<file path="src/rtl/uvmc_put_mux_bridge.sv">
// uvmc_put_mux_bridge: per-channel put FIFOs merged round-robin (optional packet lock) onto one registered, channel-tagged stream
module uvmc_put_mux_bridge #(
  parameter int NUM_CH = 4,
  parameter int DATA_W = 32,
  parameter int DEPTH = 4,
  parameter int PKT_LOCK = 1,
  parameter int CNT_W = 16,
  localparam int CH_W = NUM_CH > 1 ? $clog2(NUM_CH) : 1
) (
  input  logic                     clk,
  input  logic                     rst,
  input  logic [NUM_CH-1:0]        in_valid,
  output logic [NUM_CH-1:0]        in_ready,
  input  logic [NUM_CH*DATA_W-1:0] in_data,
  input  logic [NUM_CH-1:0]        in_last,
  output logic                     out_valid,
  input  logic                     out_ready,
  output logic [DATA_W-1:0]        out_data,
  output logic                     out_last,
  output logic [CH_W-1:0]          out_ch,
  input  logic [CH_W-1:0]          cnt_sel,
  output logic [CNT_W-1:0]         cnt_val
);
  localparam int AW = $clog2(DEPTH);
  logic [DATA_W:0] mem [NUM_CH][DEPTH];
  logic [AW:0] wp [NUM_CH];
  logic [AW:0] rp [NUM_CH];
  logic [CNT_W-1:0] cnt [NUM_CH];
  logic [NUM_CH-1:0] full, empty, push, pop;
  logic [CH_W-1:0] rr, lock_ch, grant, idx;
  logic locked, gnt_v, load;
  logic [DATA_W:0] head;
  always_comb begin
    for (int c = 0; c < NUM_CH; c++) begin
      empty[c] = wp[c] == rp[c];
      full[c] = (wp[c][AW] != rp[c][AW]) && (wp[c][AW-1:0] == rp[c][AW-1:0]);
      in_ready[c] = !full[c] && !rst;
      push[c] = in_valid[c] && in_ready[c];
    end
  end
  always_comb begin
    grant = rr;
    gnt_v = 1'b0;
    idx = '0;
    if (PKT_LOCK != 0 && locked) begin
      grant = lock_ch;
      gnt_v = !empty[lock_ch];
    end else begin
      for (int i = NUM_CH - 1; i >= 0; i--) begin
        idx = CH_W'((int'(rr) + i) % NUM_CH);
        if (!empty[idx]) begin
          grant = idx;
          gnt_v = 1'b1;
        end
      end
    end
  end
  assign load = gnt_v && (!out_valid || out_ready);
  assign head = mem[grant][rp[grant][AW-1:0]];
  always_comb begin
    for (int c = 0; c < NUM_CH; c++) pop[c] = load && (grant == CH_W'(c));
  end
  always_ff @(posedge clk) begin
    for (int c = 0; c < NUM_CH; c++) begin
      if (rst) begin
        wp[c] <= '0;
        rp[c] <= '0;
        cnt[c] <= '0;
      end else begin
        if (push[c]) begin
          mem[c][wp[c][AW-1:0]] <= {in_last[c], in_data[c*DATA_W +: DATA_W]};
          wp[c] <= wp[c] + 1'b1;
          cnt[c] <= cnt[c] + 1'b1;
        end
        if (pop[c]) rp[c] <= rp[c] + 1'b1;
      end
    end
  end
  always_ff @(posedge clk) begin
    if (rst) begin
      out_valid <= 1'b0;
      out_data <= '0;
      out_last <= 1'b0;
      out_ch <= '0;
      rr <= '0;
      locked <= 1'b0;
      lock_ch <= '0;
    end else if (load) begin
      out_valid <= 1'b1;
      {out_last, out_data} <= head;
      out_ch <= grant;
      rr <= (int'(grant) == NUM_CH - 1) ? '0 : grant + 1'b1;
      locked <= PKT_LOCK != 0 && !head[DATA_W];
      lock_ch <= grant;
    end else if (out_ready) begin
      out_valid <= 1'b0;
    end
  end
  assign cnt_val = (int'(cnt_sel) < NUM_CH) ? cnt[cnt_sel] : '0;
endmodule

</file>
<file path="config.mk">
export PLATFORM = sky130hd
export DESIGN_NAME = uvmc_put_mux_bridge
export DESIGN_NICKNAME = d
export VERILOG_FILES = /design/src/rtl/uvmc_put_mux_bridge.sv
export SDC_FILE = /design/constraint.sdc
export NUM_CORES = 1
export LEC_CHECK = 0
export ABC_AREA = 1
export BUFFER_PORTS_ARGS = -buffer_cell sky130_fd_sc_hd__buf_2
export CAP_MARGIN = 30
export CELL_PAD_IN_SITES_DETAIL_PLACEMENT = 1
export CELL_PAD_IN_SITES_GLOBAL_PLACEMENT = 2
export CORE_ASPECT_RATIO = 0.8
export CORE_MARGIN = 2
export CORE_UTILIZATION = 40
export DETAILED_ROUTE_END_ITERATION = 12
export PLACE_DENSITY_LB_ADDON = 0.1
export SETUP_SLACK_MARGIN = 0.1
export SKIP_CTS_REPAIR_TIMING = 1
export SYNTH_ARGS = -nofsm -noshare
export SYNTH_HDL_FRONTEND = slang
export SYNTH_SLANG_ARGS = --single-unit
export TNS_END_PERCENT = 1
</file>
<file path="constraint.sdc">
create_clock -name clk -period 3.85 [get_ports clk]
set_input_delay 0.1925 -clock clk [delete_from_list [all_inputs] [get_ports clk]]
set_output_delay 0.1925 -clock clk [all_outputs]
set_load 0.02 [all_outputs]
</file>
==> results of run 1 <==
layer usage:
| metal | global-route usage | up-vias |
|---|---|---|
| met1 | 0.354 | 10500 |
| met3 | 0.0472 | 102 |
| met2 | 0.375 | 479 |
| li1 | - | 9802 |
| met4 | 0.0472 | 12 |
| met5 | 0 | - |
path summary, 6_finish.rpt:
kind | end | slack (ps) | from
setup / recovery | out_data[5] | 450 | wp[1][1]
hold / removal | wp[1][3] | 180 | in_valid[3]
setup reg to reg | out_data[5] | 450 | wp[1][1]
hold reg to reg | locked | 530 | locked
cells in the mapped netlist (all sizes together), types with 4 or more instances:
| library cell | number |
|---|---|
| a21oi | 66 |
| a31oi | 5 |
| buf | 98 |
| clkbuf | 40 |
| dfxtp | 39 |
| edfxtp | 616 |
| ha | 27 |
| inv | 146 |
| nand2 | 962 |
| nand3 | 410 |
| nand4 | 12 |
| nor2 | 102 |
| nor3 | 18 |
| nor3b | 11 |
| o211ai | 4 |
| o21a | 36 |
| o21ai | 51 |
| o22ai | 7 |
| xnor2 | 12 |
power breakdown:
group	internal, W	switching, W	total [W]
Clock	0.00372	0.00279	0.00651
Combinational	0.00409	0.00980	0.0139
Sequential	0.00846	0.000396	0.00886
Total	0.0163	0.0130	0.0293
sequential cells by signal, indices dropped and copies added (netlist names):
signal and cells:
cnt 64, lock_ch 2, locked 1, mem 528, out_data 32, out_last 1
out_valid 1, rp 12, rr 2, wp 12
metrics by stage:
step / total power [W] / setup slack [ps]
finish: 0.0293 / 447
global route: 0.0314 / 110
global placement: 0.0224 / 594
CTS: 0.0294 / 465
detailed placement: 0.0228 / 473
floorplan: 0.0188 / 615
cells by family (layout without fill, tap and decap cells):
family,after synthesis,after routing,share of synthesized area
and+or+nand+nor,1523,1523,0.224
DFF,655,655,0.677
buffers and inverters,284,654,0.0468
AOI/OAI and AO/OA,173,173,0.0348
adders and majority gates,27,27,0.0119
xor gates and xnor gates,15,15,0.00567
other,0,6,0
critical path, stage by stage, from the launching register on:
cell and delay (ps):
edfxtp_1 490, xnor2_2 320, nand3_1 180, nand2_1 90, nand2_1 80, nor2_2 140, nor2_2 80, nand2_1 80
nand2_1 60, nand3_2 170, nand2_8 230, nand2_1 140, nand3_1 100, nand2_2 370, buf_4 370, nand2_1 100
nand3_1 80, nand3_1 90, nand2_1 80, inv_1 30
layout make-up:
cell class                      count  share of cell area
Antenna cell                        6            0.000441
Clock buffer                      100              0.0581
Clock inverter                     27             0.00591
Inverter                          146              0.0162
Multi-Input combinational cell   1738               0.235
Sequential cell                   655               0.566
Tap cell                          934              0.0343
Timing Repair Buffer              381              0.0838
==> results.ini, run 1 <==
[run_status]
status=complete, no violations

[floorplan]
coreArea_mm2=0.0704
io_pins=197
rows=87
die_x_um=302
start_util=0.404
die_h_um=243
die_area_mm2=0.0733

[synthesis]
syn_nets=2845
syn_area_mm2=0.0285
synth_edf_count=616
ys_seq_elements=655
netlist_instances=2677
synth.top_cells.by_area=edfxtp_1 65%, nand2_1 13%, nand3_1 7.2%
synth_top_area_frac=0.650
yosys.area.top_type=edfxtp_1
seq_area_frac_synth=0.677
synth_flop_cell=edfxtp_1
synth_cell_type_count=36
avgSynthCellArea_um2=10.6
yosysWarnings=0
synthArstFlopShare=0

[finish]
layout_commonest_cell=nand2_1
layout_common_cells=954 x nand2_1, 616 x edfxtp_1, 408 x nand3_1, 196 x buf_2, 137 x inv_1
drive_gt1_frac=0.127
fillers=7610
regArea_mm2=0.0193
fin_area_mm2=0.0341
final_cells=3987
nets=3161
utilization=0.484
syn_to_final_growth_pct=19.7
multi_input_area_mm2=0.00802

[worst_setup_path]
ff2ff_path_depth=19
worstPathMaxFanout=45
required_ps=4350
start_kind=register
critical_path_class=register to register
critPathCaptureType=register
crit_arrival_ps=3910

[sta]
setup_viol=0
relSlewSlack=0.357
fmax_ghz=0.294
layout_min_cycle_time_ps=3400
fin_setup_tns_ps=0
worst_slew_pin_slew_ps=963
fin_crit_sh=0.884
holdWs_ps=180
rsz0062_at_grt=no
final-max-slew-violation-count=0
fin_skew_ps=31.3
hold_viol=0

[detailed_routing]
top_layer=met5
drt-total-wl_mm=89.9
wl_met2_mm=41.1
vias_per_cell=5.24
drc=0
avgRoutedWirePerCell_um=22.5
drt-initial-drc-count=1333
wl_met3_mm=4.61
wl_met1_mm=42.8
vias=20900
drtAntennaViolNets=0
drt-pass1-iter-count=5

[global_route]
grt_pass1_wl_mm=132
grt_antenna_before_repair=14
first_global_vias=20800
grt_start_max_net_pins=134
grt_use_total=0.242
overflow=0

[placement]
place.gp.congestion=0.824
place_area_mm2=0.0305
hpwlAfterDp_mm=54.1
dpl.cell_count=3720
io_buffers=196

[clock_tree]
clk_latency_ps=610
htreeDepth=3
cts.sinks=655
cts-buffers-inserted=71
cts_tree=yes
cts_buffer_depth=3
cts-root-buf=clkbuf_16
clk_pin_slew_ps=60

[power_and_ir_drop]
p_leak_nw=13.4
ir_worst_vdd_uv=987
power_density_mw_per_mm2=859

[worst_hold_path]
hold_path_depth=3
holdCritPathClass=input pin to register

[job]
drv_cap=0

No activity file was read; power rests on OpenSTA's default activity.
==> inputs of run 2 (changes only) <==
PLACE_DENSITY_LB_ADDON = 0.3   (was 0.1)
==> results.ini, run 2 (synthesis results as in run 1) <==
[finish]
regArea_mm2=0.0193  ; unchanged
fillers=7655  ; was 7610
layout_commonest_cell=nand2_1  ; unchanged
syn_to_final_growth_pct=20.2  ; was 19.7%
nets=3156  ; was 3161
multi_input_area_mm2=0.00802  ; unchanged
largest_register_ffs=528  ; unchanged
layout_common_cells=954 x nand2_1, 616 x edfxtp_1, 408 x nand3_1, 196 x buf_2, 137 x inv_1  ; unchanged
drive_gt1_frac=0.129  ; was 0.127

[run_status]
status=complete, no violations  ; unchanged

[detailed_routing]
vias=21000  ; was 20900
drtAntennaViolNets=0  ; unchanged
vias_per_cell=5.28  ; was 5.24
drt-pass1-iter-count=5  ; unchanged
avgRoutedWirePerCell_um=22.3  ; was 22.5 µm
drt-initial-drc-count=1539  ; was 1333
drc=0  ; unchanged
drt-total-wl_mm=89.1  ; was 89.9 mm

[job]
drv_cap=0  ; unchanged

[worst_setup_path]
worstPathMaxFanout=22  ; was 45
crit_chain=inv_1 -> nand2_1 -> nand2_1 -> nand3_1 -> nand2_1 -> nand2_2 -> nor2_2 -> nor2_2 -> nand2_1 -> nand2_1 -> nand3_2 -> nand2_8 -> o211ai_1 -> nand2_2 -> buf_12 -> nand3_1 -> nand3_1 -> nand2_1 -> inv_1  ; was xnor2_2 -> nand3_1 -> nand2_1 -> nand2_1 -> nor2_2 -> nor2_2 -> nand2_1 -> nand2_1 -> nand3_2 -> nand2_8 -> nand2_1 -> nand3_1 -> nand2_2 -> buf_4 -> nand2_1 -> nand3_1 -> nand3_1 -> nand2_1 -> inv_1
required_ps=4370  ; was 4350 ps
max_stage_delay_ps=480  ; was 490 ps
crit_top_cell=nand2_1  ; unchanged
critical_path_class=register to register  ; unchanged
crit_arrival_ps=3950  ; was 3910 ps
critPathCaptureType=register  ; unchanged
start_kind=register  ; unchanged
slowest_stage=edfxtp_1  ; unchanged

[sta]
final-max-slew-violation-count=0  ; unchanged
fin_setup_tns_ps=0  ; unchanged
rsz0062_at_grt=no  ; unchanged
worst_slew_pin_slew_ps=967  ; was 963 ps
fin_crit_sh=0.892  ; was 0.884
fin_skew_ps=22.2  ; was 31.3 ps
hold_viol=0  ; unchanged
fmax_ghz=0.291  ; was 0.294 GHz
relSlewSlack=0.355  ; was 0.357
layout_min_cycle_time_ps=3440  ; was 3400 ps
setup_viol=0  ; unchanged

[floorplan]
io_pins=197  ; unchanged
die_h_um=243  ; unchanged
die_x_um=302  ; unchanged
die_area_mm2=0.0733  ; unchanged
coreArea_mm2=0.0704  ; unchanged
rows=87  ; unchanged
start_util=0.404  ; unchanged

[power_and_ir_drop]
p_leak_nw=13.5  ; was 13.4 nW
power_w=0.0297  ; was 0.0293 W
ir_worst_vdd_uv=1900  ; was 987 µV
power_density_mw_per_mm2=867  ; was 859 mW/mm²

[global_route]
grt_use_total=0.241  ; was 0.242
grt_pass1_wl_mm=133  ; was 132 mm
first_global_vias=21400  ; was 20800
grt-busiest-layer=met2  ; unchanged
gr-usage-met1=0.337  ; was 0.354
overflow=0  ; unchanged
grt_antenna_before_repair=7  ; was 14
grtUsageMet3=0.0362  ; was 0.0472
grt_start_max_net_pins=176  ; was 134
use_met2=0.386  ; was 0.375

[clock_tree]
cts_buffer_depth=3  ; unchanged
cts-root-buf=clkbuf_16  ; unchanged
clk_latency_ps=620  ; was 610 ps
cts-buffers-inserted=71  ; unchanged
htreeDepth=3  ; unchanged
cts_tree=yes  ; unchanged
clk_pin_slew_ps=60  ; about the same
cts.sinks=655  ; unchanged

[placement]
hpwlAfterDp_mm=53.0  ; was 54.1 mm
io_buffers=196  ; unchanged
place.gp.congestion=0.801  ; was 0.824

[worst_hold_path]
holdCritPathClass=input pin to register  ; unchanged

## run 2: cell count changes in the layout (fill, tap and decap cells not counted), sizes merged
cell	previous run	this run
clkinvlp	0	1
clkbuf	100	91
clkinv	25	30
diode	6	8
inv	146	147
buf	247	242
bufinv	2	5
## run 2: path summary, 6_finish.rpt
check / startpoint / endpoint / slack, ps / depth (start not counted)
hold reg to reg: locked / locked / 540 / 2
hold / removal: in_valid[1] / cnt[1][1] / 250 / 4
setup reg to reg: wp[0][0] / out_data[15] / 410 / 19
setup / recovery: wp[0][0] / out_data[15] / 410 / 19
## run 2: worst max-delay path: cells and delay by family, from the launching register on
family	cells	cell delay, ps
buffers and inverters	3	540
and+or+nand+nor	15	1960
AOI/OAI and AO/OA	1	340
DFF	1	480
## run 2: area by class of cell
class                           count  area share
Sequential cell                   655       0.563
Multi-Input combinational cell   1738       0.234
Timing Repair Buffer              376      0.0848
Clock buffer                       91      0.0569
Tap cell                          934      0.0342
Inverter                          146      0.0161
Clock inverter                     37     0.00962
Antenna cell                        8    0.000585
## run 2: per-stage QoR
stage	setup WS (ps)	cells	hold slack, ps	util	area (µm²)
after floorplan	615	2677	262	-	28500
after global placement	508	3714	405	0.434	30600
after detailed placement	461	3714	417	0.434	30600
after CTS	437	3842	-231	0.466	32800
after global routing	135	3983	273	0.486	34200
final	414	3985	246	0.486	34200
## run 2: metal layers
metal | up-vias | part of all wire
li1 | 9782 | -
met5 | - | 0.000079
met2 | 522 | 0.47
met1 | 10600 | 0.46
met3 | 152 | 0.048
met4 | 2 | 0.024
## run 2: power breakdown
group          internal (W)  total (W)  switching (W)
combinational       0.00417     0.0141        0.00990
clock               0.00392    0.00677        0.00285
sequential          0.00846    0.00883       0.000376
==> inputs of run 3 (changes only) <==
CORE_UTILIZATION = 36   (was 40)
clock period = 2.9 ns   (was 3.85 ns; I/O delays follow)
==> results.ini, run 3 (synthesis results as in run 1) <==
[clock_tree]
cts-buffers-inserted=72  ; was 71
cts-root-buf=clkbuf_16  ; unchanged
htreeDepth=3  ; unchanged
clk_latency_ps=640  ; was 620 ps
cts_buffer_depth=3  ; unchanged
cts.sinks=655  ; unchanged
clk_pin_slew_ps=60  ; about the same
cts_tree=yes  ; unchanged

[global_route]
grt_use_total=0.222  ; was 0.241
overflow=0  ; unchanged
first_global_vias=21300  ; was 21400
grt_pass1_wl_mm=136  ; was 133 mm
grt_antenna_before_repair=2  ; was 7
grt_start_max_net_pins=72  ; was 176

[detailed_routing]
avgRoutedWirePerCell_um=23.6  ; was 22.3 µm
drt-pass1-iter-count=5  ; unchanged
drc=0  ; unchanged
drt-initial-drc-count=1787  ; was 1539
drtAntennaViolNets=0  ; unchanged
drt-total-wl_mm=98.8  ; was 89.1 mm
vias_per_cell=5.17  ; was 5.28
vias=21600  ; was 21000

[floorplan]
die_x_um=318  ; was 302 µm
coreArea_mm2=0.0785  ; was 0.0704 mm²
io_pins=197  ; unchanged
rows=92  ; was 87
die_h_um=256  ; was 243 µm
start_util=0.363  ; was 0.404
die_area_mm2=0.0814  ; was 0.0733 mm²

[finish]
drive_gt1_frac=0.161  ; was 0.129
fillers=8577  ; was 7655
layout_commonest_cell=nand2_1  ; unchanged
layout_common_cells=947 x nand2_1, 616 x edfxtp_1, 402 x nand3_1, 196 x buf_2, 136 x inv_1  ; was 954 x nand2_1, 616 x edfxtp_1, 408 x nand3_1, 196 x buf_2, 137 x inv_1
multi_input_area_mm2=0.00814  ; was 0.00802 mm²
largest_register_ffs=528  ; unchanged
nets=3258  ; was 3156
fin_area_mm2=0.0361  ; was 0.0342 mm²
syn_to_final_growth_pct=26.6  ; was 20.2%
regArea_mm2=0.0193  ; about the same

[worst_setup_path]
ff2ff_path_depth=21  ; was 19
start_kind=register  ; unchanged
required_ps=3420  ; was 4370 ps
crit_top_cell=nand2_1  ; unchanged
reg2reg_from=rp[0][0]  ; was wp[0][0]
timing.critical_path.from=rp[0][0]  ; was wp[0][0]
cp-endpoint=out_data[10]  ; was out_data[15]
max_stage_delay_ps=470  ; was 480 ps
critPathCaptureType=register  ; unchanged
crit_arrival_ps=3500  ; was 3950 ps
critical_path_class=register to register  ; unchanged
slowest_stage=edfxtp_1  ; unchanged
worstPathMaxFanout=11  ; was 22
reg2reg_slack_ps=-80  ; was 410 ps
r2r_end=out_data[10]  ; was out_data[15]
cp.depth=21  ; was 19
crit_chain=inv_2 -> nand2_1 -> nand2_1 -> nand4_1 -> nand3_1 -> nand2_1 -> nor2_4 -> nand2_2 -> nand2_2 -> nand3_4 -> buf_6 -> nand3_1 -> nand3_2 -> nand2_4 -> buf_12 -> clkbuf_16 -> nand2_1 -> nand3_1 -> nand3_1 -> nand2_1 -> inv_1  ; was inv_1 -> nand2_1 -> nand2_1 -> nand3_1 -> nand2_1 -> nand2_2 -> nor2_2 -> nor2_2 -> nand2_1 -> nand2_1 -> nand3_2 -> nand2_8 -> o211ai_1 -> nand2_2 -> buf_12 -> nand3_1 -> nand3_1 -> nand2_1 -> inv_1
critPathBufInv=5  ; was 3
cp_top_family=simple AND/OR/NAND/NOR gates  ; unchanged

[run_status]
failed_checks=setup timing
status=complete, but fails checks  ; was complete, no violations

[sta]
fin_crit_sh=1.03  ; was 0.892
fmax_ghz=0.336  ; was 0.291 GHz
rsz0062_at_grt=yes  ; was no
relSlewSlack=0.472  ; was 0.355
setup_slack_ps=-77.9  ; was 414 ps
fin_skew_ps=25.8  ; was 22.2 ps
layout_min_cycle_time_ps=2980  ; was 3440 ps
worst_slew_pin_slew_ps=792  ; was 967 ps
hold_viol=0  ; unchanged
final-max-slew-violation-count=0  ; unchanged
setup_viol=34  ; was 0

[placement]
place_area_mm2=0.0314  ; was 0.0306 mm²
place.gp.congestion=0.816  ; was 0.801
place_ws_ps=-29.6  ; was 461 ps
hpwlAfterDp_mm=58.0  ; was 53.0 mm
io_buffers=196  ; unchanged

[job]
drv_cap=0  ; unchanged

[power_and_ir_drop]
ir_worst_vdd_uv=930  ; was 1900 µV
power_density_mw_per_mm2=1260  ; was 867 mW/mm²
p_leak_nw=14.3  ; was 13.5 nW

[worst_hold_path]
min_from=in_valid[0]  ; was in_valid[1]
holdCritPathClass=input pin to register  ; unchanged

==> run 3: changes by cell type in the layout (fill, tap and decap cells not counted), moves of 3 or more <==
cell | before | now
diode_2 | 8 | 2
buf_4 | 28 | 74
clkbuf_1 | 14 | 20
nand2_4 | 1 | 4
nand2_2 | 5 | 10
clkbuf_16 | 74 | 94
clkinv_2 | 19 | 12
nand3_2 | 2 | 6
nand3_1 | 408 | 402
nand2_1 | 954 | 947
buf_6 | 0 | 7
buf_16 | 1 | 11
buf_12 | 17 | 34
==> run 3: how the worst min path moves through the flow <==
stage	depth (start not counted)	to
floorplan	1	lock_ch[0]
global placement	1	mem[2][70]
detailed placement	1	mem[3][122]
CTS	1	mem[3][97]
global route	4	wp[0][1]
finish	4	wp[0][0]
==> run 3: final cells by class <==
class / count / share of cell area
diodes: 2 / 0.000139
clock buffers: 101 / 0.0567
clock inverters: 31 / 0.00895
inverters: 146 / 0.0154
multi-input cells: 1740 / 0.226
flip-flops and latches: 655 / 0.535
well taps: 1034 / 0.0359
repair buffers: 475 / 0.122
==> run 3: through the flow <==
stage / TNS (ps) / hold WS (ps) / util / power [W] / cells
2_1_floorplan: -142970 / 214 / - / 0.0250 / 2677
3_3_place_gp: 0 / 356 / 0.399 / 0.0313 / 3865
3_5_place_dp: -57.5 / 363 / 0.400 / 0.0318 / 3867
4_1_cts: -594 / -304 / 0.430 / 0.0412 / 3999
5_1_grt: -8560 / 74.7 / 0.459 / 0.0483 / 4183
6_report: -1500 / 61.8 / 0.459 / 0.0454 / 4184
==> run 3: routing by layer <==
| metal | wire (µm) | global-route usage |
|---|---|---|
| met5 | 13 | 0 |
| met4 | 2070 | 0.0525 |
| met3 | 5080 | 0.0405 |
| met2 | 47000 | 0.361 |
| met1 | 44600 | 0.310 |
==> run 3: power by group <==
part	switching (W)	leakage [nW]	internal (W)
sequential	0.000491	6.05	0.0112
combinational	0.0154	7.10	0.00895
clock	0.00385	1.16	0.00547
total	0.0197	14.3	0.0257
==> run 3: worst min-delay path: cells and delay by family <==
| kind | cells | cell delay [ps] |
|---|---|---|
| buffers and inverters | 2 | 250 |
| AND/OR/NAND/NOR | 2 | 170 |
